**config.mk**
```make
export PLATFORM = sky130hd
export DESIGN_NAME = bp_two_fifo_ctrl_width_p131_flat
export DESIGN_NICKNAME = d
export VERILOG_FILES = /design/src/rtl/bp_two_fifo_ctrl_width_p131_if.sv /design/src/rtl/bp_two_fifo_ctrl_width_p131.sv /design/src/flat_wrapper.sv
export SDC_FILE = /design/constraint.sdc
export NUM_CORES = 1
export LEC_CHECK = 0
export ABC_AREA = 1
export BUFFER_PORTS_ARGS = -buffer_cell sky130_fd_sc_hd__buf_2
export CORE_AREA = 2 2 209 211
export CTS_BUF_LIST = sky130_fd_sc_hd__clkbuf_2
export DETAILED_ROUTE_END_ITERATION = 12
export DIE_AREA = 0 0 211 213
export GPL_TIMING_DRIVEN = 0
export PLACE_DENSITY = 0.3
export SLEW_MARGIN = 40
export SYNTH_ARGS = -nofsm -noshare
export SYNTH_HDL_FRONTEND = slang
export SYNTH_SLANG_ARGS = --single-unit
```
**constraint.sdc**
```tcl
create_clock -name clk_i -period 1.3 [get_ports clk_i]
set_input_delay 0.26 -clock clk_i [delete_from_list [all_inputs] [get_ports clk_i]]
set_output_delay 0.26 -clock clk_i [all_outputs]
set_load 0.05 [all_outputs]
```
**src/rtl/bp_two_fifo_ctrl_width_p131_if.sv**
```systemverilog
// Producer/consumer handshake bundle for the two-entry FIFO controller.
// The slave modport is the FIFO side; the master modport is the environment side.
interface bp_two_fifo_ctrl_width_p131_if #(
    parameter int width_p = 131
);
    logic               v_i;
    logic [width_p-1:0] data_i;
    logic               ready_o;
    logic               v_o;
    logic [width_p-1:0] data_o;
    logic               yumi_i;

    modport slave (
        input  v_i,
        input  data_i,
        output ready_o,
        output v_o,
        output data_o,
        input  yumi_i
    );

    modport master (
        output v_i,
        output data_i,
        input  ready_o,
        input  v_o,
        input  data_o,
        output yumi_i
    );
endinterface

```
**src/rtl/bp_two_fifo_ctrl_width_p131.sv**
```systemverilog
// Two-entry ready/valid FIFO controller driving an external 2x width_p 1r1w memory.
// Optional sticky protocol checker enabled by defining BP_TWO_FIFO_ERR_CHECK_EN.
module bp_two_fifo_ctrl_width_p131 #(
    parameter int width_p = 131,
    parameter int els_p   = 2
) (
    input  logic                 clk_i,
    input  logic                 reset_i,
    bp_two_fifo_ctrl_width_p131_if.slave fifo_if,
    output logic [1:0]           count_o,
    output logic                 mem_w_v_o,
    output logic                 mem_w_addr_o,
    output logic [width_p-1:0]   mem_w_data_o,
    output logic                 mem_r_v_o,
    output logic                 mem_r_addr_o,
    input  logic [width_p-1:0]   mem_r_data_i,
    output logic                 err_o
);

    if (els_p != 2) begin : g_bad_els
        $error("bp_two_fifo_ctrl_width_p131 supports only els_p == 2");
    end

    logic wptr_r;
    logic rptr_r;
    logic full_r;
    logic empty_r;
    logic enq;
    logic deq;

    // No pass-through when full: ready depends only on registered state and reset.
    assign fifo_if.ready_o = ~full_r & ~reset_i;
    assign fifo_if.v_o     = ~empty_r;
    assign fifo_if.data_o  = mem_r_data_i;

    assign enq = fifo_if.v_i    & fifo_if.ready_o;
    assign deq = fifo_if.yumi_i & fifo_if.v_o;

    assign mem_w_v_o    = enq;
    assign mem_w_addr_o = wptr_r;
    assign mem_w_data_o = fifo_if.data_i;
    assign mem_r_v_o    = fifo_if.v_o;
    assign mem_r_addr_o = rptr_r;

    assign count_o = full_r ? 2'd2 : (empty_r ? 2'd0 : 2'd1);

    always_ff @(posedge clk_i) begin
        if (reset_i) begin
            wptr_r  <= 1'b0;
            rptr_r  <= 1'b0;
            full_r  <= 1'b0;
            empty_r <= 1'b1;
        end else begin
            unique case ({enq, deq})
                2'b10: begin
                    wptr_r  <= ~wptr_r;
                    empty_r <= 1'b0;
                    full_r  <= (~wptr_r == rptr_r);
                end
                2'b01: begin
                    rptr_r  <= ~rptr_r;
                    full_r  <= 1'b0;
                    empty_r <= (~rptr_r == wptr_r);
                end
                2'b11: begin
                    // Occupancy is unchanged, so full/empty hold.
                    wptr_r <= ~wptr_r;
                    rptr_r <= ~rptr_r;
                end
                default: begin
                end
            endcase
        end
    end

`ifdef BP_TWO_FIFO_ERR_CHECK_EN
    logic err_r;

    // Sticky: underflow (yumi with nothing valid) or overflow attempt (valid while full).
    always_ff @(posedge clk_i) begin
        if (reset_i) begin
            err_r <= 1'b0;
        end else if ((fifo_if.yumi_i & ~fifo_if.v_o) | (fifo_if.v_i & full_r)) begin
            err_r <= 1'b1;
        end
    end

    assign err_o = err_r;
`else
    assign err_o = 1'b0;
`endif

endmodule

```
**src/flat_wrapper.sv**
```systemverilog
// flat-port wrapper written by rule: the top's interface ports become plain ports
module bp_two_fifo_ctrl_width_p131_flat 
#(
    parameter int width_p = 131,
    parameter int els_p   = 2
)
  (clk_i, reset_i, count_o, mem_w_v_o, mem_w_addr_o, mem_w_data_o, mem_r_v_o, mem_r_addr_o, mem_r_data_i, err_o, fifo_if_v_i, fifo_if_data_i, fifo_if_ready_o, fifo_if_v_o, fifo_if_data_o, fifo_if_yumi_i);
  bp_two_fifo_ctrl_width_p131_if #(.width_p(width_p)) fifo_if_i ();
  input  logic clk_i;
  input  logic reset_i;
  output logic [1:0] count_o;
  output logic mem_w_v_o;
  output logic mem_w_addr_o;
  output logic [width_p-1:0] mem_w_data_o;
  output logic mem_r_v_o;
  output logic mem_r_addr_o;
  input  logic [width_p-1:0] mem_r_data_i;
  output logic err_o;
  input wire logic [$bits(fifo_if_i.v_i)-1:0] fifo_if_v_i;
  input wire logic [$bits(fifo_if_i.data_i)-1:0] fifo_if_data_i;
  output wire logic [$bits(fifo_if_i.ready_o)-1:0] fifo_if_ready_o;
  output wire logic [$bits(fifo_if_i.v_o)-1:0] fifo_if_v_o;
  output wire logic [$bits(fifo_if_i.data_o)-1:0] fifo_if_data_o;
  input wire logic [$bits(fifo_if_i.yumi_i)-1:0] fifo_if_yumi_i;
  assign fifo_if_i.v_i = fifo_if_v_i;
  assign fifo_if_i.data_i = fifo_if_data_i;
  assign fifo_if_ready_o = fifo_if_i.ready_o;
  assign fifo_if_v_o = fifo_if_i.v_o;
  assign fifo_if_data_o = fifo_if_i.data_o;
  assign fifo_if_i.yumi_i = fifo_if_yumi_i;
  bp_two_fifo_ctrl_width_p131 #(.width_p(width_p), .els_p(els_p)) u_core (.clk_i(clk_i), .reset_i(reset_i), .fifo_if(fifo_if_i), .count_o(count_o), .mem_w_v_o(mem_w_v_o), .mem_w_addr_o(mem_w_addr_o), .mem_w_data_o(mem_w_data_o), .mem_r_v_o(mem_r_v_o), .mem_r_addr_o(mem_r_addr_o), .mem_r_data_i(mem_r_data_i), .err_o(err_o));
endmodule
```
==> impl.org <==
** Clock tree
- Number of hold buffers added after CTS :: 0
- TritonCTS built the clock tree.
- The later pin in the worst-skew pair is clocked with a latency of between 0.2 and 0.25 ns.
- Root buffer selected by CTS :: clkbuf_2
- No sink is reached through more buffers than the 2 on the longest clock path.
- Clock-pin slew reported for the worst setup and hold paths after clock tree synthesis :: 0.04 ns
- The number of clock buffers added by TritonCTS is 3.
- The tree built by TritonCTS fans out to 4 sinks.
- In this run the number of H-tree levels came out at 1.

** Logic synthesis
- Counting every net in the synthesized netlist gives 569.
- By count the netlist is led by buf_4 (265), nand2_1 (10), inv_1 (8), nor2_1 (6), dfxtp_1 (4).
- Among all cell types in the netlist, the one instantiated most often is buf_4.
- Largest family of logic cells by synthesized area :: buffers and inverters
- Share of async-settable or async-resettable flops after synthesis :: 0%
- Share of the synthesized netlist area taken by xor and xnor gates :: 0%
- Top post-synthesis cells by area :: buf_4 (90%), dfxtp_1 (3.6%), nand2_1 (1.7%)
- The synthesized design spends more area on one cell type than any other, namely buf_4.
- Sequential fraction of the synthesis area :: around 3.6%
- Dividing the synthesized area by the synthesized cell count gives 7.35 um^2.
- Synthesis handed over a netlist of ~300 instances.
- Of the total synthesized cell area, the portion taken by AND, OR, NAND and NOR gates is roughly 4.2%.
- The cell area that synthesis handed to floorplanning was 2220 um^2.
- Synthesis warning total :: 0
- The netlist uses 11 different library cells.
- Multiplexer share of the synthesized area :: 0%
- Flip-flop and latch count after synthesis :: 4
- Summing the areas of all compound-gate instances in the mapped netlist gives 0.451% of the synthesized area.
- The synthesized netlist devotes less than 1% of its cell area to adder and majority cells.
- Prevailing post-synth register cell :: dfxtp_1
- Area share of the largest cell type after synthesis :: 89.7%
- Post-synth EDFFs :: 0

** Critical path
- Grouping stages by cell kind, the critical path spends the most delay in flip-flops.
- Delay contributed by the slowest stage of the critical path :: approximately 0.36 ns
- Arrival time worst endpoint :: 1.00 ns
- Slowest-stage cell, CP :: dfxtp_4
- Worst path cell trace :: nor2_4 -> nand2_4 -> clkinvlp_4 -> buf_8
- The worst setup path is captured at an output pin.
- Kind of start point of the critical path :: flop
- Critical Path Fanout Max :: 4
- By startpoint and endpoint, the worst setup path is classified as flop to output pin.
- At the worst endpoint, the required time is roughly 1.0 ns.
- Worst Path Buf+Inv :: 2

** Final layout
- From synthesis to final layout, the design area changed by 95.5%.
- The filler cells instantiated in the layout total slightly below 5000.
- In the final layout, the multi-input gates occupy between 100 and 150 um^2.
- Total non-filler cell area in the finished layout :: about 4300 um^2
- Share of the core filled with cells in the final layout :: around 10%
- Of the cells placed in the final design, the portion with a size suffix greater than 1 is between 90 and 100%.
- For this run, the number of standard cells in the final layout without fillers is approximately 1100.
- Register area :: between 80 and 90 um^2
- The final layout contains ~850 nets.

** Hold path
- Path category of the worst min-delay check :: input port to flop

** Timing
- Setup violations remaining at the end of the flow were counted as 0.
- Tcrit/Tclk final :: between 90% and 100%
- Fmax achieved :: just under 800 MHz
- Between clock sinks in the finished design, the worst skew comes to about 0.0084 ns.
- Max Transition Viols Final :: 0
- The final hold violation count was 0.
- RSZ-0062 raised after global routing :: yes
- Fin crit period :: about 1.3 ns

** Placement
- In this run the tool buffered the top-level ports with between 200 and 300 buffer cells.
- In this run, placement finished with an instance count of between 1000 and 1500.
- The HPWL after detailed placement is ~10 mm.
- Dpl cell area :: between 4000 and 5000 um^2
- Final Wtd Congestion :: 0.811

** Route
- Vias after detailed routing :: between 2000 and 3000
- Using the TritonRoute via totals, the vias-per-cell ratio works out to roughly 2.3.
- The detailed router put a total of 2.75 mm of wire on met1.
- Dividing the detail-routed wire length by the instance count gives about 9.4 um.
- For this run, the detailed router's first-pass iteration total came to 4.
- Highest metal layer with signal wires :: met4
- For this block, the routed nets add up to ~11 mm of wire.
- In this run, the number of DRC markers left after iteration 0 of detailed routing was 63.
- DR DRC count :: 0
- After detailed routing, the met3 layer carries about 1.2 mm of wire.
- Antenna-violating nets left :: 0
- After detailed routing, the met2 layer carries a little under 6 mm of wire.

** Die
- In this run the standard cell core region covers ~43000 um^2.
- Die height :: about 210 um
- Die outline area :: ~45000 um^2
- Initial standard-cell utilization of the core :: between 5 and 6%
- Row generation in the floorplan step produced 76 rows.
- around 540 I/O pins were placed.
- Die Width :: around 210 um

** Power
- Peak ir drop on the vdd network :: ~160 uV
- Summed over all cells, the static leakage comes to between 2 and 3 nW.
- Summing internal, switching and leakage power gives between 3 and 4 mW.
- Power density relative to cell area :: 718 nW/um^2

** Global routing
- Initial antenna violation count :: 1
- Vias in the first global route :: 2234
- Grt ovf :: 0
- Global routing used 3.84% of the available tracks across all layers.
- Largest net degree at the start of global routing :: 6
- The first global-routing pass estimated 12.1 mm of wire.

** Job
- MaxCap Viol Count :: 0

** Status
- Run status :: finished clean
[report_power, final]
| group | total [mW] | switching, mW | internal (mW) |
|---|---|---|---|
| clock | 0.114 | 0.0515 | 0.0621 |
| sequential | 0.161 | 0.0217 | 0.140 |
| combinational | 2.84 | 1.99 | 0.851 |
| total | 3.11 | 2.06 | 1.05 |
[layout make-up]
type	count	share of cell area, %
plain buffers	265	45.9
repair buffers	274	32.0
well taps	546	15.8
multi-input cells	25	3.20
flip-flops and latches	4	2.02
inverters	8	0.779
clock buffers	3	0.346
diodes	1	0.0577
[path summary, 6_finish.rpt]
path / from / to / slack, ns / cells after the start
max: u_core.full_r / mem_w_v_o / 0.04 / 4
min: reset_i / u_core.empty_r / 0.32 / 3
max reg2reg: u_core.full_r / u_core.full_r / 0.11 / 7
min reg2reg: u_core.empty_r / u_core.empty_r / 0.51 / 2
[per-stage QoR]
stage | TNS, ns | worst slack, ns | hold slack [ns]
3_3_place_gp | 0 | 0.0552 | 0.520
6_report | 0 | 0.0394 | 0.320
5_1_grt | -0.0296 | -0.0195 | 0.339
2_1_floorplan | -0.0628 | -0.0379 | 0.356
3_5_place_dp | 0 | 0.0391 | 0.531
4_1_cts | 0 | 0.0103 | 0.313
[layout by cell type, fill, tap and decap left out, drive strengths merged]
| cell type | Yosys | routed |
|---|---|---|
| nand2 | 10 | 10 |
| conb | 1 | 1 |
| buf | 265 | 538 |
| a21oi | 2 | 2 |
| nand3 | 3 | 3 |
| inv | 8 | 7 |
| nor2 | 8 | 8 |
| ha | 1 | 1 |
| dfxtp | 4 | 4 |
| diode | 0 | 1 |
| clkbuf | 0 | 4 |
| clkinvlp | 0 | 1 |
[sequential cells by signal, indices dropped and copies added (netlist names)]
name and count:
u_core.full_r 1, u_core.empty_r 1, u_core.mem_r_addr_o 1, u_core.mem_w_addr_o 1
[logic make-up (layout without fill, tap and decap cells)]
group,count (synthesis),in the layout
DFF,4,4
buffers and inverters,273,550
adders and majority gates,1,1
AOI/OAI and AO/OA,2,2
and+or+nand+nor,21,21
other,1,2
[tightest hold or removal path: stages]
cell and delay [ns]:
buf_2 0.13, a21oi_1 0.05, nand2_1 0.05
[metal layers]
layer / up-vias / GRT usage, %
met5: - / 0
met4: 0 / 3.45
met3: 22 / 1.40
met2: 295 / 7.66
met1: 1072 / 2.78
li1: 1195 / -
[what timing repair did]
| item | CTS | global route |
|---|---|---|
| pin swaps | 0 | 2 |
| setup endpoints to repair | 2 | 3 |
| setup buffers | 0 | 1 |
| gates resized for setup | 5 | 3 |
(Power assumes the default switching activity.)
